==> config.mk <==
export PLATFORM = sky130hd
export DESIGN_NAME = sp_frame_tx
export DESIGN_NICKNAME = d
export VERILOG_FILES = /design/src/rtl/sp_frame_tx.sv
export SDC_FILE = /design/constraint.sdc
export NUM_CORES = 1
export LEC_CHECK = 0
export BUFFER_PORTS_ARGS = -buffer_cell sky130_fd_sc_hd__buf_4
export CORE_MARGIN = 2
export CORE_UTILIZATION = 45
export DETAILED_ROUTE_END_ITERATION = 7
export PLACE_DENSITY = 0.74
export SLEW_MARGIN = 20
export SYNTH_ARGS = -nofsm -noshare
export SYNTH_HDL_FRONTEND = slang
export SYNTH_SLANG_ARGS = --single-unit
export TNS_END_PERCENT = 30
==> constraint.sdc <==
create_clock -name clk -period 10.03 [get_ports clk]
set_input_delay 1.003 -clock clk [delete_from_list [all_inputs] [get_ports clk]]
set_output_delay 1.003 -clock clk [all_outputs]
set_load 0.05 [all_outputs]
==> src/rtl/sp_frame_tx.sv <==
// ---------------------------------------------------------------------------
// sp_frame_tx
// Host-side transmitter/collector for the 9-sample series processor.
// Buffers NS signed samples and sends them as one in_valid frame together
// with the frame mode. When mode bit 0 is set, each sample is Gray-encoded
// as sign + Gray(|v|). The block then collects the 3-beat max/median/min
// response. Only one frame is in flight at a time.
//
// Ports
//   clk, rst_n         clock (rising edge), asynchronous active-low reset
//   wr_en/wr_addr/
//   wr_data            sample buffer write port (slots 0..NS-1, others dropped)
//   start, cfg_mode    launch-frame pulse and mode for that frame
//   busy               high from start acceptance through the res_valid cycle
//   sp_in_valid/data/
//   sp_in_mode         frame beats towards the processor
//   sp_out_valid/data  response beats from the processor
//   res_valid, res_err one-cycle result pulse, error flag qualified by it
//   res_max/med/min    captured response beats 1/2/3, held until next start
// ---------------------------------------------------------------------------
module sp_frame_tx #(
  parameter int NS     = 9,
  parameter int DW     = 9,
  parameter int TO_CYC = 1023
) (
  input  logic          clk,
  input  logic          rst_n,
  input  logic          wr_en,
  input  logic [3:0]    wr_addr,
  input  logic [DW-1:0] wr_data,
  input  logic          start,
  input  logic [2:0]    cfg_mode,
  output logic          busy,
  output logic          sp_in_valid,
  output logic [DW-1:0] sp_in_data,
  output logic [2:0]    sp_in_mode,
  input  logic          sp_out_valid,
  input  logic [DW:0]   sp_out_data,
  output logic          res_valid,
  output logic          res_err,
  output logic [DW:0]   res_max,
  output logic [DW:0]   res_med,
  output logic [DW:0]   res_min
);

  localparam int TW = $clog2(TO_CYC + 1);
  localparam logic [3:0]    NS_L      = 4'(NS);
  localparam logic [3:0]    LAST_IDX  = 4'(NS - 1);
  localparam logic [TW-1:0] TMO_LAST  = TW'(TO_CYC - 1);
  localparam logic [TW-1:0] TMO_ONE   = TW'(1);

  typedef enum logic [2:0] {
    S_IDLE = 3'd0,
    S_SEND = 3'd1,
    S_WAIT = 3'd2,
    S_RECV = 3'd3,
    S_DONE = 3'd4
  } state_t;

  state_t        r_state;
  logic [DW-1:0] r_buf [NS];
  logic [3:0]    r_idx;
  logic [2:0]    r_mode_q;
  logic [TW-1:0] r_tmo;
  logic          r_second;     // 1 once beat 2 has been captured in RECV

  logic [DW-1:0] w_sample;
  logic [DW-1:0] w_beat;
  logic [DW-1:0] w_beat0;
  logic          w_wr_ok;

  // Sign + Gray code of the magnitude; the 8-bit wrap makes -256 map to {1,0}.
  function automatic logic [DW-1:0] gray_enc(input logic [DW-1:0] v);
    logic            s;
    logic [DW-2:0]   mag;
    s   = v[DW-1];
    mag = s ? (~v[DW-2:0] + {{(DW-2){1'b0}}, 1'b1}) : v[DW-2:0];
    return {s, mag ^ (mag >> 1)};
  endfunction

  // Beat selection: current slot during SEND, slot 0 for the start edge.
  always_comb begin
    w_sample = '0;
    if (r_idx <= LAST_IDX) begin
      w_sample = r_buf[r_idx];
    end else begin
      w_sample = '0;
    end
    w_beat  = r_mode_q[0] ? gray_enc(w_sample) : w_sample;
    w_beat0 = cfg_mode[0] ? gray_enc(r_buf[0]) : r_buf[0];
    w_wr_ok = (r_state == S_IDLE) && !start && wr_en && (wr_addr < NS_L);
  end

  // Sample buffer: written only while idle and no start is being accepted.
  always_ff @(posedge clk or negedge rst_n) begin
    if (!rst_n) begin
      for (int i = 0; i < NS; i++) begin
        r_buf[i] <= '0;
      end
    end else if (w_wr_ok) begin
      r_buf[wr_addr] <= wr_data;
    end
  end

  // Frame FSM with all outputs registered.
  always_ff @(posedge clk or negedge rst_n) begin
    if (!rst_n) begin
      r_state     <= S_IDLE;
      r_idx       <= 4'd0;
      r_mode_q    <= 3'd0;
      r_tmo       <= '0;
      r_second    <= 1'b0;
      busy        <= 1'b0;
      sp_in_valid <= 1'b0;
      sp_in_data  <= '0;
      sp_in_mode  <= 3'd0;
      res_valid   <= 1'b0;
      res_err     <= 1'b0;
      res_max     <= '0;
      res_med     <= '0;
      res_min     <= '0;
    end else begin
      case (r_state)
        S_IDLE: begin
          res_valid <= 1'b0;
          if (start) begin
            // Beat 0 goes out on the acceptance edge so beats occupy t+1..t+NS.
            r_mode_q    <= cfg_mode;
            res_max     <= '0;
            res_med     <= '0;
            res_min     <= '0;
            res_err     <= 1'b0;
            busy        <= 1'b1;
            sp_in_valid <= 1'b1;
            sp_in_data  <= w_beat0;
            sp_in_mode  <= cfg_mode;
            r_idx       <= 4'd1;
            r_state     <= S_SEND;
          end else begin
            r_state <= S_IDLE;
          end
        end

        S_SEND: begin
          if (r_idx <= LAST_IDX) begin
            sp_in_valid <= 1'b1;
            sp_in_data  <= w_beat;
            sp_in_mode  <= r_mode_q;
            r_idx       <= r_idx + 4'd1;
          end else begin
            sp_in_valid <= 1'b0;
            sp_in_data  <= '0;
            sp_in_mode  <= 3'd0;
            r_tmo       <= '0;
            r_second    <= 1'b0;
            r_state     <= S_WAIT;
          end
        end

        S_WAIT: begin
          r_tmo <= r_tmo + TMO_ONE;
          if (sp_out_valid) begin
            res_max <= sp_out_data;
          end else begin
            res_max <= res_max;
          end
          // Timeout wins over moving on: the frame would already be late.
          if (r_tmo == TMO_LAST) begin
            res_err   <= 1'b1;
            res_valid <= 1'b1;
            r_state   <= S_DONE;
          end else if (sp_out_valid) begin
            r_state <= S_RECV;
          end else begin
            r_state <= S_WAIT;
          end
        end

        S_RECV: begin
          r_tmo <= r_tmo + TMO_ONE;
          if (!sp_out_valid) begin
            // Response beats must be back-to-back; a gap breaks the frame.
            res_err   <= 1'b1;
            res_valid <= 1'b1;
            r_state   <= S_DONE;
          end else if (!r_second) begin
            res_med  <= sp_out_data;
            r_second <= 1'b1;
            if (r_tmo == TMO_LAST) begin
              res_err   <= 1'b1;
              res_valid <= 1'b1;
              r_state   <= S_DONE;
            end else begin
              r_state <= S_RECV;
            end
          end else begin
            // Third beat completes the frame.
            res_min   <= sp_out_data;
            res_err   <= 1'b0;
            res_valid <= 1'b1;
            r_state   <= S_DONE;
          end
        end

        S_DONE: begin
          res_valid <= 1'b0;
          busy      <= 1'b0;
          r_state   <= S_IDLE;
        end

        default: begin
          r_state     <= S_IDLE;
          busy        <= 1'b0;
          sp_in_valid <= 1'b0;
          sp_in_data  <= '0;
          sp_in_mode  <= 3'd0;
          res_valid   <= 1'b0;
        end
      endcase
    end
  end

endmodule
# [Yosys cells after proc, flatten, opt, wreduce, memory -nomap -nowiden]
# Index checks and enable logic that the tools add are counted.
[word_totals] reg_bits=148 wordCells=132 output_inout_bits=46
[op_classes] n_reduce_logical=25 magnitude_cmp=5 n_addsub=4 muxes=55 bitwise=8 n_eq_ne=12
[op_table] cell="81-bit bitwise mux" count=1
[op_table] cell="10-bit case mux with 2 select lines" count=4
[op_table] cell="10-bit 2-to-1 mux" count=7
[op_table] cell="9-bit 2-to-1 mux" count=6
[op_table] cell="9-bit binary-select mux with 4-bit select" count=1
[op_table] cell="9-bit demux with 4-bit select" count=1
[op_table] cell="8-bit 2-to-1 mux" count=4
[op_table] cell="9-bit case mux with 3 select lines" count=1
[op_table] cell="3-bit 2-to-1 mux" count=7
[op_table] cell="8-bit by 1-bit adder with 8-bit output (second input constant)" count=2
[op_table] cell="8-bit NOT" count=2
[op_table] cell="8-bit by 7-bit bitwise XOR with 8-bit output" count=2
[op_table] cell="2-bit != test (second input constant)" count=7
[op_table] cell="1-bit 2-to-1 mux" count=13
[op_table] cell="3-bit case mux with 4 select lines" count=1
[op_table] cell="10-bit by 1-bit adder with 10-bit output (second input constant)" count=1
[op_table] cell="10-bit == test (second input constant)" count=1
[op_table] cell="5-bit greater-or-equal comparator (second input constant)" count=2
[op_table] cell="4-bit NOT with 5-bit output" count=2
[op_table] cell="2-bit AND reduction" count=5
[op_table] cell="2-bit nonzero test" count=5
[op_table] cell="1-bit case mux with 3 select lines" count=3
[op_table] cell="3-bit case mux with 3 select lines" count=1
[op_table] cell="3-bit AND reduction" count=3
[op_table] cell="18 further kinds" count=27

# [Logic depth before layout (Yosys ltp)]
[depth] word_depth=12 mapped_depth=17

# [Worst setup path before layout]
# OpenSTA, ideal clock, no wires.
[synth_timing] kind="flip-flop to flip-flop" startpoint="reg r_idx[0]" endpoint="reg sp_in_data[5]" slack_ns=6.303 path_stages_with_launch=18 path_buffers=4 arrival_time_ns=3.601 setup_time_ns=0.126 period_less_slack_ns=3.727 path_cell_list="dfrtp_1 > buf_6 > buf_2 > inv_1 > ha_1 > and2_0 > buf_2 > a22oi_1 > ha_1 > clkbuf_1 > inv_1 > a31oi_1 > o21ai_0 > o41ai_4 > xor2_2 > xnor3_1 > nor2_1 > o32a_1"
[synth_between] elab_chain_len=12 elab_cells_between_ends=13 classes_between="add/sub (1); order compare (1); mux (8); bitwise (3)"
[synth_lines] element="start: declaration" line_no="62" source="logic [3:0] r_idx;"
[synth_lines] element="start signal: assignment" line_no="149" source="r_idx <= r_idx + 4'd1;"
[synth_lines] element="4-bit NOT with 5-bit output (not written as such)" line_no="85" source="w_sample = r_buf[r_idx];"
[synth_lines] element="9-bit binary-select mux with 4-bit select" line_no="85"
[synth_lines] element="9-bit 2-to-1 mux (not written as such) (2 in a row)" line_no="85"
[synth_lines] element="9-bit 2-to-1 mux" line_no="84" source="if (r_idx <= LAST_IDX) begin"
[synth_lines] element="8-bit NOT" line_no="77" source="mag = s ? (~v[DW-2:0] + {{(DW-2){1'b0}}, 1'b1}) : v[DW-2:0];"
[synth_lines] element="8-bit by 1-bit adder with 8-bit output" line_no="77"
[synth_lines] element="8-bit 2-to-1 mux" line_no="77"
[synth_lines] element="8-bit by 7-bit bitwise XOR with 8-bit output" line_no="78" source="return {s, mag ^ (mag >> 1)};"
[synth_lines] element="8-bit 2-to-1 mux" line_no="89" source="w_beat = r_mode_q[0] ? gray_enc(w_sample) : w_sample;"
[synth_lines] element="9-bit 2-to-1 mux *" line_no="145" source="if (r_idx <= LAST_IDX) begin"
[synth_lines] element="9-bit case mux with 3 select lines *" line_no="123" source="case (r_state)"
[synth_lines] element="end signal: assignment" line_no="135" source="sp_in_data <= w_beat0;"
[synth_lines] element="end signal: assignment" line_no="147" source="sp_in_data <= w_beat;"
[synth_lines] element="end: declaration" line_no="35" source="output logic [DW-1:0] sp_in_data,"
# Every way passes the cells marked *; elsewhere a longest branch is shown, timed or not. The select of a mux whose other input is x is not followed.
# A chain may end at the register's enable or synchronous reset.

# [Final worst setup path]
[layout_timing] startpoint="reg r_idx[1]" endpoint="reg sp_in_data[5]"
# Same word-level chain as after synthesis.

==> out/qor.txt <==
Number of synthesized flops with an enable pin: 0
WL/cell: 17.48 µm
Xor/xnor cell area share of the yosys netlist: 3.772%
Synth cell types: 63
Vias in the first global route: 5,498
Crit path depth: 13
Critical path fanouts, max: 18
Post-layout minimum cycle time: 4161 ps
Share of cells above drive strength 1: 27.44%
Die height: 133.6 µm
Max-slew violations: 0
Adder-cell share of the synthesized area: 0.9927%
Syn. warnings: 0
Fillers: 1,437
Synthesized flop and latch total: 148
Critical path class: reg2reg
Final hold violations: 0
Syn Nets: 740
Setup tns final: 0 ps
Final GP Congestion: 0.9083
Clk pwr share: 17.9%
Worst Hold Depth: 2
Htree depth: 4
Worst skew pair latency: 420 ps
First-pass GRT wire length: 28,730 µm
Part of the cycle the worst path needs: 41.49%
Core Area: 0.01652 mm²
Post-route ant nets: 0
Final WL: 17,480 µm
CP required: 10,340 ps
Final #Nets: 805
Worst-margin pin slew: 934.2 ps
Crit-path cells: inv_1 -> ha_1 -> and2_0 -> a22oi_1 -> ha_1 -> inv_1 -> a31oi_1 -> o21ai_0 -> o41ai_4 -> xor2_2 -> xor2_1 -> a211oi_1 -> o32a_1
Power per cell area: 364.6 mW/mm²
Syn Inst Count: 703
Final setup violation count: 0
Via count of the routed design: 5,673
Primary FF master, synth: dfrtp_1
CTS tree: done
Gr ovfl total: 0
Setup bufs post-CTS: 0
Critical path arrival: 4470 ps
Critical path's top delay family: compound AO/OA/AOI/OAI gates
RSZ-0062 raised after global routing: no
Multiplexer share of the synthesized area: 18.25%
Register area share after synthesis: 48.97%
Die width: 133.6 µm
Dpl cell area: 0.008303 mm²
Status: completed
Leakage: 4.025 nW
Maximum VDD drop: 0.1745 mV
CTS root buf: clkbuf_16
CP startpoint kind: flip-flop
ANT cells: 0
Post-route cell area: 0.008840 mm²
Post-Synthesis Cell Area: 0.007562 mm²
Largest family of logic cells by synthesized area: multiplexers
Post-DP HPWL: 12,240 µm
Initial antenna violation count: 0
Achievable frequency: 0.2403 GHz
Sw Ratio: 44.00%
Int Power: 1.805 mW
Starting Density: 45.76%
Port bufs: 76
I/O Pins: 77
HP Class: reg2reg
GRT Overall Usage: 20.55%
Final Skew: 8.924 ps
Router iterations before antenna repair: 5
CP bufs+invs: 2
Total net switching power: 1.418 mW
Relative slew slack: 37.72%
Largest net degree at the start of global routing: 76
Combinational fraction of design power: 51.3%
Fraction of registers with async set/reset: 100.0%
Max Cap Violations: 0
Syn_area_per_cell: 10.76 µm²
Clock sinks: 148
CTS Buf Count: 17
Sequential share of power: 30.9%
CP max-delay cell: dfrtp_1
Row count: 47
Resized cells post-CTS: 0
Die area: 0.01786 mm²
Hold buffer count at cts: 0
CP max stage delay: 830 ps
Final core utilization: 53.49%
DRC: 0
Setup slack, reg-to-reg: 5870 ps
Synth Area in Simple Gates: 12.66%
Endpoint class of the critical path: flip-flop
Vias per cell: 5.673
Synthesis-to-finish area growth: 16.89%
1st-iter DRT viols: 430
Synth Area in Compound Gates: 12.72%
Reg2reg path depth: 13
Clk slew on worst S/H paths: 60 ps
Clock Path Buffers: 2
==> layout make-up <==
class / instances / area, µm² / area share [%]
clock inverter: 10 / 76.32 / 0.8634
inverter: 11 / 41.29 / 0.4671
timing repair buffer: 82 / 619.3 / 7.006
sequential: 148 / 3704 / 41.90
tap: 220 / 275.3 / 3.114
multi-input combinational: 508 / 3664 / 41.44
clock buffer: 21 / 460.4 / 5.209
==> per-layer routing <==
layer	share of wire, %	up-vias	global-route usage [%]
met5	0	-	0
met4	1.2	0	6.560
met3	5.5	19	4.186
met2	47	173	32.76
met1	46	2826	28.40
li1	-	2655	-
==> cell usage after synthesis, types with 2 or more instances <==
| master | n | area share [%] |
|---|---|---|
| ha_1 | 6 | 0.99 |
| o41ai_4 | 2 | 0.73 |
| o22ai_1 | 3 | 0.25 |
| nand2_1 | 107 | 5.3 |
| a31oi_1 | 7 | 0.58 |
| mux2_2 | 83 | 12 |
| a22o_1 | 3 | 0.35 |
| or3_1 | 3 | 0.25 |
| nand3_1 | 12 | 0.79 |
| mux2i_1 | 22 | 2.9 |
| nand4_1 | 3 | 0.25 |
| dfrtp_1 | 148 | 49 |
| and2_0 | 2 | 0.17 |
| a41oi_1 | 2 | 0.23 |
| a21oi_1 | 24 | 1.6 |
| nor3_1 | 7 | 0.46 |
| xnor2_1 | 12 | 1.4 |
| buf_2 | 6 | 0.40 |
| a221o_1 | 5 | 0.66 |
| nor4_1 | 2 | 0.17 |
| buf_6 | 2 | 0.30 |
| inv_1 | 11 | 0.55 |
| xor2_1 | 11 | 1.3 |
| a22oi_1 | 8 | 0.79 |
| mux4_2 | 10 | 3.0 |
| xnor3_1 | 3 | 0.89 |
| a221oi_1 | 8 | 0.93 |
| o21ai_0 | 65 | 4.3 |
| o211ai_1 | 3 | 0.30 |
| and2_1 | 7 | 0.58 |
| nor3b_1 | 2 | 0.20 |
| nor2_1 | 41 | 2.0 |
| a21boi_0 | 2 | 0.20 |
| clkbuf_1 | 27 | 1.3 |
| a211oi_1 | 2 | 0.20 |
| nand2b_1 | 9 | 0.74 |
| o21ai_1 | 3 | 0.20 |
| nor2b_1 | 5 | 0.41 |
==> path summary, 6_finish.rpt <==
| path | from | endpoint |
|---|---|---|
| min reg2reg | res_max[7]$_DFFE_PN0P_ | res_max[7]$_DFFE_PN0P_ |
| max reg2reg | r_idx[1]$_DFFE_PN0P_ | sp_in_data[5]$_DFFE_PN0P_ |
| max | r_idx[1]$_DFFE_PN0P_ | sp_in_data[5]$_DFFE_PN0P_ |
| min in group asynchronous | rst_n | r_buf[39]$_DFFE_PN0P_ |
| min | res_max[7]$_DFFE_PN0P_ | res_max[7]$_DFFE_PN0P_ |
| max in group asynchronous | rst_n | res_min[8]$_DFFE_PN0P_ |
==> cell families (layout without fill, tap and decap cells) <==
| logic type | after synthesis | count (layout) |
|---|---|---|
| AOI/OAI and AO/OA | 149 | 149 |
| xor gates and xnor gates | 27 | 27 |
| adders and majority gates | 6 | 6 |
| buffers and inverters | 47 | 124 |
| DFF | 148 | 148 |
| muxes | 115 | 115 |
| and+or+nand+nor | 211 | 211 |
==> worst min-delay path, cell delays in order (launching register included) <==
cell and delay, ps:
dfrtp_1 340, nand2_1 40, o21ai_0 60
==> stage by stage <==
step / power [mW] / setup WS (ps) / cells / hold slack, ps
after floorplan: 2.236 / 6303 / 703 / 449.9
after global placement: 2.599 / 6123 / 969 / 464.4
after detailed placement: 2.639 / 5936 / 969 / 471.1
after CTS: 3.226 / 5908 / 1000 / 484.6
after global routing: 3.421 / 5575 / 1000 / 503.0
final: 3.223 / 5869 / 1000 / 479.5
==> sequential cells by signal, indices dropped and copies added (netlist names) <==
name,count
sp_in_data,9
res_max,10
res_err,1
busy,1
r_idx,4
r_state,3
r_tmo,10
r_second,1
res_valid,1
res_min,10
sp_in_mode,3
r_buf,81
r_mode_q,3
sp_in_valid,1
res_med,10
==> placed cells by master (no fill, tap or decap), drive strengths merged, types with 12 or more instances in the layout <==
cell,instances
a21oi,25
buf,82
clkbuf,21
dfrtp,148
inv,14
mux2,83
mux2i,22
nand2,107
nand3,12
nor2,41
o21ai,68
xnor2,12
xor2,12
==> power by group through the flow <==
stage               clock [mW]  sequential [mW]  combinational, mW
floorplan                    0             1.19               1.04
global placement             0            0.997               1.60
detailed placement           0             1.00               1.64
CTS                      0.587            0.993               1.65
global route             0.612             1.03               1.78
finish                   0.576            0.995               1.65
Note: power is estimated with default switching activity, not from simulation.
